===== src/rtl/exe_input_stage.sv =====
// ID/EXE pipeline register with MEM/WB operand forwarding, NZCV status register
// and branch target generation for the EXE stage of the 5-stage ARM core.
module exe_input_stage #(
  parameter int WIDTH = 32,
  parameter int RADDR = 4
) (
  input  logic             clk,
  input  logic             rst,
  input  logic             freeze,
  input  logic             flush,
  input  logic             fwd_en,
  input  logic             id_valid,
  input  logic [WIDTH-1:0] id_pc,
  input  logic [WIDTH-1:0] id_val_rn,
  input  logic [WIDTH-1:0] id_val2,
  input  logic [3:0]       id_exe_cmd,
  input  logic             id_mem_r,
  input  logic             id_mem_w,
  input  logic             id_wb_en,
  input  logic             id_s,
  input  logic             id_b,
  input  logic [23:0]      id_imm24,
  input  logic [RADDR-1:0] id_dest,
  input  logic [RADDR-1:0] id_src1,
  input  logic [RADDR-1:0] id_src2,
  input  logic             id_fwd2,
  input  logic             mem_wb_en,
  input  logic [RADDR-1:0] mem_dest,
  input  logic [WIDTH-1:0] mem_alu_res,
  input  logic             wb_wb_en,
  input  logic [RADDR-1:0] wb_dest,
  input  logic [WIDTH-1:0] wb_value,
  input  logic [3:0]       alu_status,
  output logic [WIDTH-1:0] val1,
  output logic [WIDTH-1:0] val2,
  output logic [3:0]       exe_cmd,
  output logic             carry_in,
  output logic             ex_mem_r,
  output logic             ex_mem_w,
  output logic             ex_wb_en,
  output logic [RADDR-1:0] ex_dest,
  output logic [WIDTH-1:0] ex_pc,
  output logic [WIDTH-1:0] ex_val_rm,
  output logic             branch_taken,
  output logic [WIDTH-1:0] branch_addr,
  output logic [3:0]       status_reg
);

  logic             valid_q;
  logic [WIDTH-1:0] val_rn_q;
  logic [WIDTH-1:0] val2_q;
  logic             mem_r_q;
  logic             mem_w_q;
  logic             wb_en_q;
  logic             s_q;
  logic             b_q;
  logic [23:0]      imm24_q;
  logic [RADDR-1:0] src1_q;
  logic [RADDR-1:0] src2_q;
  logic             fwd2_q;
  logic             fwd_on;
  logic [WIDTH-1:0] branch_off;

  // Flags belong to the instruction already in EXE, so they update even when
  // the incoming instruction is being flushed on the same edge.
  always_ff @(posedge clk) begin
    if (rst) begin
      valid_q    <= 1'b0;
      val_rn_q   <= '0;
      val2_q     <= '0;
      exe_cmd    <= '0;
      mem_r_q    <= 1'b0;
      mem_w_q    <= 1'b0;
      wb_en_q    <= 1'b0;
      s_q        <= 1'b0;
      b_q        <= 1'b0;
      imm24_q    <= '0;
      ex_dest    <= '0;
      src1_q     <= '0;
      src2_q     <= '0;
      fwd2_q     <= 1'b0;
      ex_pc      <= '0;
      status_reg <= 4'b0000;
    end else if (!freeze) begin
      if (valid_q && s_q) begin
        status_reg <= alu_status;
      end
      if (flush) begin
        valid_q  <= 1'b0;
        val_rn_q <= '0;
        val2_q   <= '0;
        exe_cmd  <= '0;
        mem_r_q  <= 1'b0;
        mem_w_q  <= 1'b0;
        wb_en_q  <= 1'b0;
        s_q      <= 1'b0;
        b_q      <= 1'b0;
        imm24_q  <= '0;
        ex_dest  <= '0;
        src1_q   <= '0;
        src2_q   <= '0;
        fwd2_q   <= 1'b0;
        ex_pc    <= '0;
      end else begin
        valid_q  <= id_valid;
        val_rn_q <= id_val_rn;
        val2_q   <= id_val2;
        exe_cmd  <= id_exe_cmd;
        mem_r_q  <= id_mem_r;
        mem_w_q  <= id_mem_w;
        wb_en_q  <= id_wb_en;
        s_q      <= id_s;
        b_q      <= id_b;
        imm24_q  <= id_imm24;
        ex_dest  <= id_dest;
        src1_q   <= id_src1;
        src2_q   <= id_src2;
        fwd2_q   <= id_fwd2;
        ex_pc    <= id_pc;
      end
    end
  end

  assign fwd_on = fwd_en & valid_q;

  // MEM is the younger producer, so it takes precedence over WB.
  always_comb begin
    val1 = val_rn_q;
    if (fwd_on) begin
      if (mem_wb_en && (mem_dest == src1_q)) begin
        val1 = mem_alu_res;
      end else if (wb_wb_en && (wb_dest == src1_q)) begin
        val1 = wb_value;
      end
    end
    val2 = val2_q;
    if (fwd_on && fwd2_q) begin
      if (mem_wb_en && (mem_dest == src2_q)) begin
        val2 = mem_alu_res;
      end else if (wb_wb_en && (wb_dest == src2_q)) begin
        val2 = wb_value;
      end
    end
  end

  assign ex_val_rm    = val2;
  assign carry_in     = status_reg[1];
  assign ex_mem_r     = mem_r_q & valid_q;
  assign ex_mem_w     = mem_w_q & valid_q;
  assign ex_wb_en     = wb_en_q & valid_q;
  assign branch_taken = b_q & valid_q;
  assign branch_off   = {{(WIDTH-26){imm24_q[23]}}, imm24_q, 2'b00};
  assign branch_addr  = ex_pc + branch_off;

endmodule


===== config.mk =====
export PLATFORM = sky130hd
export DESIGN_NAME = exe_input_stage
export DESIGN_NICKNAME = d
export VERILOG_FILES = /design/src/rtl/exe_input_stage.sv
export SDC_FILE = /design/constraint.sdc
export NUM_CORES = 1
export LEC_CHECK = 0
export CORE_AREA = 2 2 157 159
export CTS_CLUSTER_DIAMETER = 30
export DETAILED_ROUTE_END_ITERATION = 10
export DIE_AREA = 0 0 159 161
export PLACE_DENSITY = 0.69
export SETUP_SLACK_MARGIN = 0.4
export SLEW_MARGIN = 30
export SYNTH_ARGS = -nofsm -noshare
export SYNTH_HDL_FRONTEND = slang
export SYNTH_SLANG_ARGS = --single-unit

===== constraint.sdc =====
create_clock -name clk -period 4.3 [get_ports clk]
set_input_delay 0.86 -clock clk [delete_from_list [all_inputs] [get_ports clk]]
set_output_delay 0.86 -clock clk [all_outputs]
set_load 0.005 [all_outputs]

==> reports/qor.yml, run 1 <==
design_area_um2: 13700
p_per_area_nw_per_um2: 277
yosys_warnings: 0
synth_area_leader_cell: "dfxtp_1"
min_period_ns: 4.01
clk_latency_ns: 0.42
io_pins: 403
placement.io_buffers: 402
syn_nets: 1283
ys_ff_latch: 147
min_path_type: "register to register"
cts_root_buf: "clkbuf_16"
rsz0062_at_grt: "yes"
yosysSeqAreaShare: 0.364
ir_drop_uv: 236
numCtsBuffers: 17
area_growth_pct: 70.0
grt_pass1_vias: 9035
cts_hold_buffers: 0
cts.clk_slew.worst_paths_ns: 0.07
fin_hold_ws_ns: 0.503
cts_tree: "done"
dp_cells: 1653
tightest_slew_ns: 0.950
place.gp.congestion: 0.939
outcome: "completed"
synth_area_leaders: "dfxtp_1 36%, a22oi_1 13%, nor2_1 11%, a21oi_1 5.6%, o22ai_1 5.0%"
syn_avg_cell_area_um2: 7.87
worstPathMaxFanout: 3
criticalPathCategory: "register to output port"
dieArea_um2: 25600
p_leak_uw: 0.00589
grt_usage: 0.253
antenna_found_initial: 0
dp_hpwl_um: 23500
clock_path_buffers: 2
async_flop_share: 0
slew_headroom: 0.367
synth_commonest_cells: "234 x nor2_1, 147 x dfxtp_1, 143 x a22oi_1"
wl_per_cell_um: 20.1
via_per_inst: 5.46
synth_area_um2: 8080
overflow: 0
endpoint_kind: "output port"
vias: 9406
maxSlewViolCount: 0
place_area_um2: 12200
setup_violations: 0
die_height_um: 161
drc: 0
wirelength_um: 34700
first_iter_violations: 794
synth_cells: 1027
nets: 1643
drive_gt1_frac: 0.144
coreArea_um2: 24000
max-cap-violations: 0
htree_num_levels: 4
worstPathRequired_ns: 3.44
synth_most_common_cell: "nor2_1"
rows: 57
die_w_um: 159
drt.antenna.violating_nets: 0
arrival_ns: 3.15
synth_edf_count: 0
antenna_cells: 0
nFillCells: 2202
start_kind: "register"
finalHoldViolCount: 0
post-route-period-util: 0.932
dr.pass1.iters: 7
start_util: 0.337
yosys.cell_types.count: 51
largest_registers: "ex_pc: 32 flops, val2_q: 32 flops, val_rn_q: 32 flops"
synth_top_area_share: 0.364
cts_sinks: 147
grt_pass1_wl_um: 51400
grt_max_degree: 84
fmax_mhz: 250
clock_skew_ns: 0.0118
ys_dominant_reg_cell: "dfxtp_1"
instances_no_fill: 1724
tns_ns: 0
==> power breakdown <==
group | switching, uW | internal (uW) | total, uW
sequential | 39.8 | 1410 | 1450
clock | 646 | 999 | 1640
combinational | 308 | 407 | 715
total | 994 | 2820 | 3810
==> cells in the final DEF, fill, tap and decap left out, types with 8 or more instances in the layout <==
cell type and n:
clkdlybuf4s50_1 294, nor2_1 231, a22oi_1 142, dfxtp_1 137
dlygate4sd2_1 79, a21oi_1 63, o22ai_1 52, buf_4 43
a21oi_2 27, xnor2_1 23, dlymetal6s2s_1 20, clkbuf_16 18
xor2_1 16, ha_1 16, a21o_1 13, o22ai_2 13
o21ai_0 12, nand2_1 12, inv_1 9, dfxtp_2 9
nand3_1 8
==> critical path, cell delays in order (launching register included) <==
cell	delay, ns
dfxtp_2	0.35
ha_4	0.15
inv_2	0.04
fa_2	0.35
nand2b_4	0.18
a2111oi_4	0.36
buf_4	0.19
o21ai_4	0.06
a21oi_2	0.16
o211ai_1	0.15
buf_4	0.18
a2111oi_4	0.28
o22ai_1	0.13
buf_2	0.14
==> stage by stage <==
stage / util / total power, uW / setup slack (ns)
after detailed placement: 0.507 / 2170 / 0.0913
after CTS: 0.560 / 3840 / 0.223
final: 0.573 / 3810 / 0.294
after global placement: 0.507 / 2160 / 0.169
after global routing: 0.573 / 3960 / 0.163
after floorplan: - / 1740 / 0.836
==> metal layers <==
layer | routed length (um) | track usage | vias up | part of all wire
met3 | 2520 | 0.0642 | 41 | 0.073
li1 | - | - | 4413 | -
met1 | 14700 | 0.325 | 4523 | 0.42
met4 | 653 | 0.0686 | 0 | 0.019
met2 | 16800 | 0.423 | 429 | 0.48
met5 | 0 | 0 | - | 0
==> final timing paths <==
path,to,slack [ns],from,cells after the start
min reg2reg,status_reg[0]$_SDFFE_PP0P_,0.50,status_reg[0]$_SDFFE_PP0P_,2
min,status_reg[0]$_SDFFE_PP0P_,0.50,status_reg[0]$_SDFFE_PP0P_,2
max reg2reg,status_reg[3]$_SDFFE_PP0P_,2.95,valid_q$_SDFFE_PP0N_,3
max,branch_addr[28],0.29,imm24_q[0]$_SDFFE_PP0N_,13
==> cell type report <==
class / instances / area, um2 / area share
timing repair buffer: 460 / 4610 / 0.336
sequential: 147 / 2960 / 0.215
multi-input combinational: 751 / 5090 / 0.370
clock buffer: 18 / 439 / 0.0320
clock inverter: 14 / 200 / 0.0146
inverter: 10 / 37.5 / 0.00273
tap: 324 / 405 / 0.0295
==> cell families after synthesis <==
kind of cell               after synthesis  share of synthesized area
xor gates and xnor gates                40                     0.0433
and+or+nand+nor                        304                      0.157
muxes                                    5                    0.00635
adders and majority gates               30                     0.0474
DFF                                    147                      0.364
buffers and inverters                  129                     0.0765
AOI/OAI and AO/OA                      372                      0.305
==> timing repair <==
action                                  CTS  global route
endpoints found under the hold margin     0             0
pin swaps                                51            35
setup buffers                            21            11
gates resized for setup                 182            76
cloned                                    6             1
endpoints found under the setup margin  115            57
(Power assumes the default switching activity.)
==> run 2: changes to the inputs <==
--- a/config.mk
+++ b/config.mk
@@ -11,3 +11,3 @@
 export DIE_AREA = 0 0 159 161
-export PLACE_DENSITY = 0.69
+export PLACE_DENSITY_LB_ADDON = 0.08
 export SETUP_SLACK_MARGIN = 0.4
==> constraint.sdc (replaced) <==
create_clock -name clk -period 4.3 [get_ports clk]
set_input_delay 0.43 -clock clk [delete_from_list [all_inputs] [get_ports clk]]
set_output_delay 0.43 -clock clk [all_outputs]
set_load 0.005 [all_outputs]
==> run 2 against run 1 <==
Net effect: non-clock buffer count down 36; sequential power barely moved; cell count is 2.1% lower; die area unchanged; fmax grew 4.2%; critical path type unchanged; largest power group unchanged.
==> reports/qor.yml, run 2 (synthesis results as in run 1) <==
largest_registers: "ex_pc: 32 flops, val2_q: 32 flops, val_rn_q: 32 flops"
maxSlewViolCount: 0
outcome: "completed"
post-route-period-util: 0.894
worstPathMaxFanout: 3
finalHoldViolCount: 0
placement.io_buffers: 402
p_leak_uw: 0.00492
tns_ns: 0
start_util: 0.337
antenna_found_initial: 1
cts_tree: "done"
grt_pass1_wl_um: 49100
endpoint_kind: "output port"
use_met1: 0.301
grt_pass1_vias: 8568
min_period_ns: 3.84
cts_sinks: 147
met3_usage: 0.0706
layout_setup_ws_ns: 0.455
overflow: 0
min_path_type: "register to register"
slowest_stage: "clkdlybuf4s50_1"
htree_num_levels: 4
dp_cells: 1651
dieArea_um2: 25600
dr.pass1.iters: 7
cts.clk_slew.worst_paths_ns: 0.07
coreArea_um2: 24000
fmax_mhz: 260
rows: 57
max-cap-violations: 0
path_cells: "ha_2, inv_1, fa_2, nand2b_4, a2111oi_4, o21ai_2, a21oi_2, o211ai_1, a2111oi_2, o22ai_1, clkdlybuf4s50_1"
instances_no_fill: 1688
mostFrequentLayoutCell: "clkdlybuf4s50_1"
nFillCells: 2326
p_per_area_nw_per_um2: 290
ir_drop_uv: 220
die_w_um: 159
clock_path_buffers: 2
cts_root_buf: "clkbuf_16"
numCtsBuffers: 17
dp_hpwl_um: 23600
io_pins: 403
critPathMaxStageDelay_ns: 0.46
grt_max_degree: 98
drt.antenna.violating_nets: 0
grt_usage: 0.243
place.gp.congestion: 0.885
start_kind: "register"
dp_slack_ns: 0.305
path_delay_family: "compound AO/OA/AOI/OAI gates"
via_per_inst: 5.27
setup_violations: 0
clock_skew_ns: 0.00369
worstPathRequired_ns: 3.87
vias: 8903
path_buf_inv: 2
nets: 1607
arrival_ns: 3.41
met2_usage: 0.415
wirelength_um: 32500
slew_headroom: 0.449
tightest_slew_ns: 0.827
first_iter_violations: 602
drc: 0
clk_latency_ns: 0.42
die_height_um: 161
wl_per_cell_um: 19.3
drive_gt1_frac: 0.0624
area_growth_pct: 59.5
cts_hold_buffers: 0
criticalPathCategory: "register to output port"
layout_common_cells: "397 x clkdlybuf4s50_1, 233 x nor2_1, 143 x a22oi_1, 143 x dfxtp_1, 86 x a21oi_1"
top_usage_layer: "met2"
rsz0062_at_grt: "yes"
[run 2: changes by cell type in the layout (fill, tap and decap cells not counted), moves of 6 or more]
cell	before	now
a21oi_1	63	86
a21oi_2	27	4
buf_4	43	22
clkdlybuf4s50_1	294	397
dfxtp_1	137	143
dlygate4sd2_1	79	2
dlymetal6s2s_1	20	1
ha_1	16	23
o21ai_0	12	18
o22ai_1	52	65
o22ai_2	13	0
[run 2: metrics by stage]
stage               cell area (um2)  hold slack (ns)   util  power, uW
detailed placement            12100            0.493  0.504       2160
floorplan                      8080            0.473      -       1740
finish                        12900            0.508  0.538       3740
CTS                           12800            0.510  0.533       3780
global route                  12900            0.525  0.538       3910
global placement              12100            0.471  0.504       2160
[run 2: area by class of cell]
| class | count | area, um2 | share of cell area |
|---|---|---|---|
| diodes | 1 | 2.50 | 0.000194 |
| clock buffers | 20 | 447 | 0.0347 |
| clock inverters | 11 | 178 | 0.0138 |
| inverters | 10 | 37.5 | 0.00291 |
| multi-input cells | 751 | 4670 | 0.362 |
| flip-flops and latches | 147 | 2950 | 0.229 |
| well taps | 324 | 405 | 0.0315 |
| repair buffers | 424 | 4200 | 0.326 |
[run 2: timing repair]
item                                    CTS  global route
gates resized for setup                  15            22
setup buffers                             1             4
pin swaps                                 1             8
endpoints found under the setup margin    8             9
[run 2: power by group]
group	internal [uW]	total [uW]	switching (uW)
logic	408	692	284
registers	1410	1450	35.7
clock network	989	1600	612
[run 2: worst paths after layout]
kind | start | end | slack, ns | cells past startpoint
setup / recovery | ex_pc[2]$_SDFFE_PP0N_ | branch_addr[28] | 0.46 | 11
hold reg to reg | b_q$_SDFFE_PP0N_ | b_q$_SDFFE_PP0N_ | 0.51 | 2
hold / removal | b_q$_SDFFE_PP0N_ | b_q$_SDFFE_PP0N_ | 0.51 | 2
setup reg to reg | valid_q$_SDFFE_PP0N_ | status_reg[2]$_SDFFE_PP0P_ | 2.99 | 3
[run 2: metal layers]
layer  wire length (um)  vias up
met5                  0        -
li1                   -     4347
met1              13700     4219
met3               2260       23
met4                497        0
met2              16000      314
[run 2: worst min-delay path, cell delays in order (launching register included)]
cell     delay [ns]
dfxtp_1        0.32
a22oi_1        0.08
nor2_1         0.08
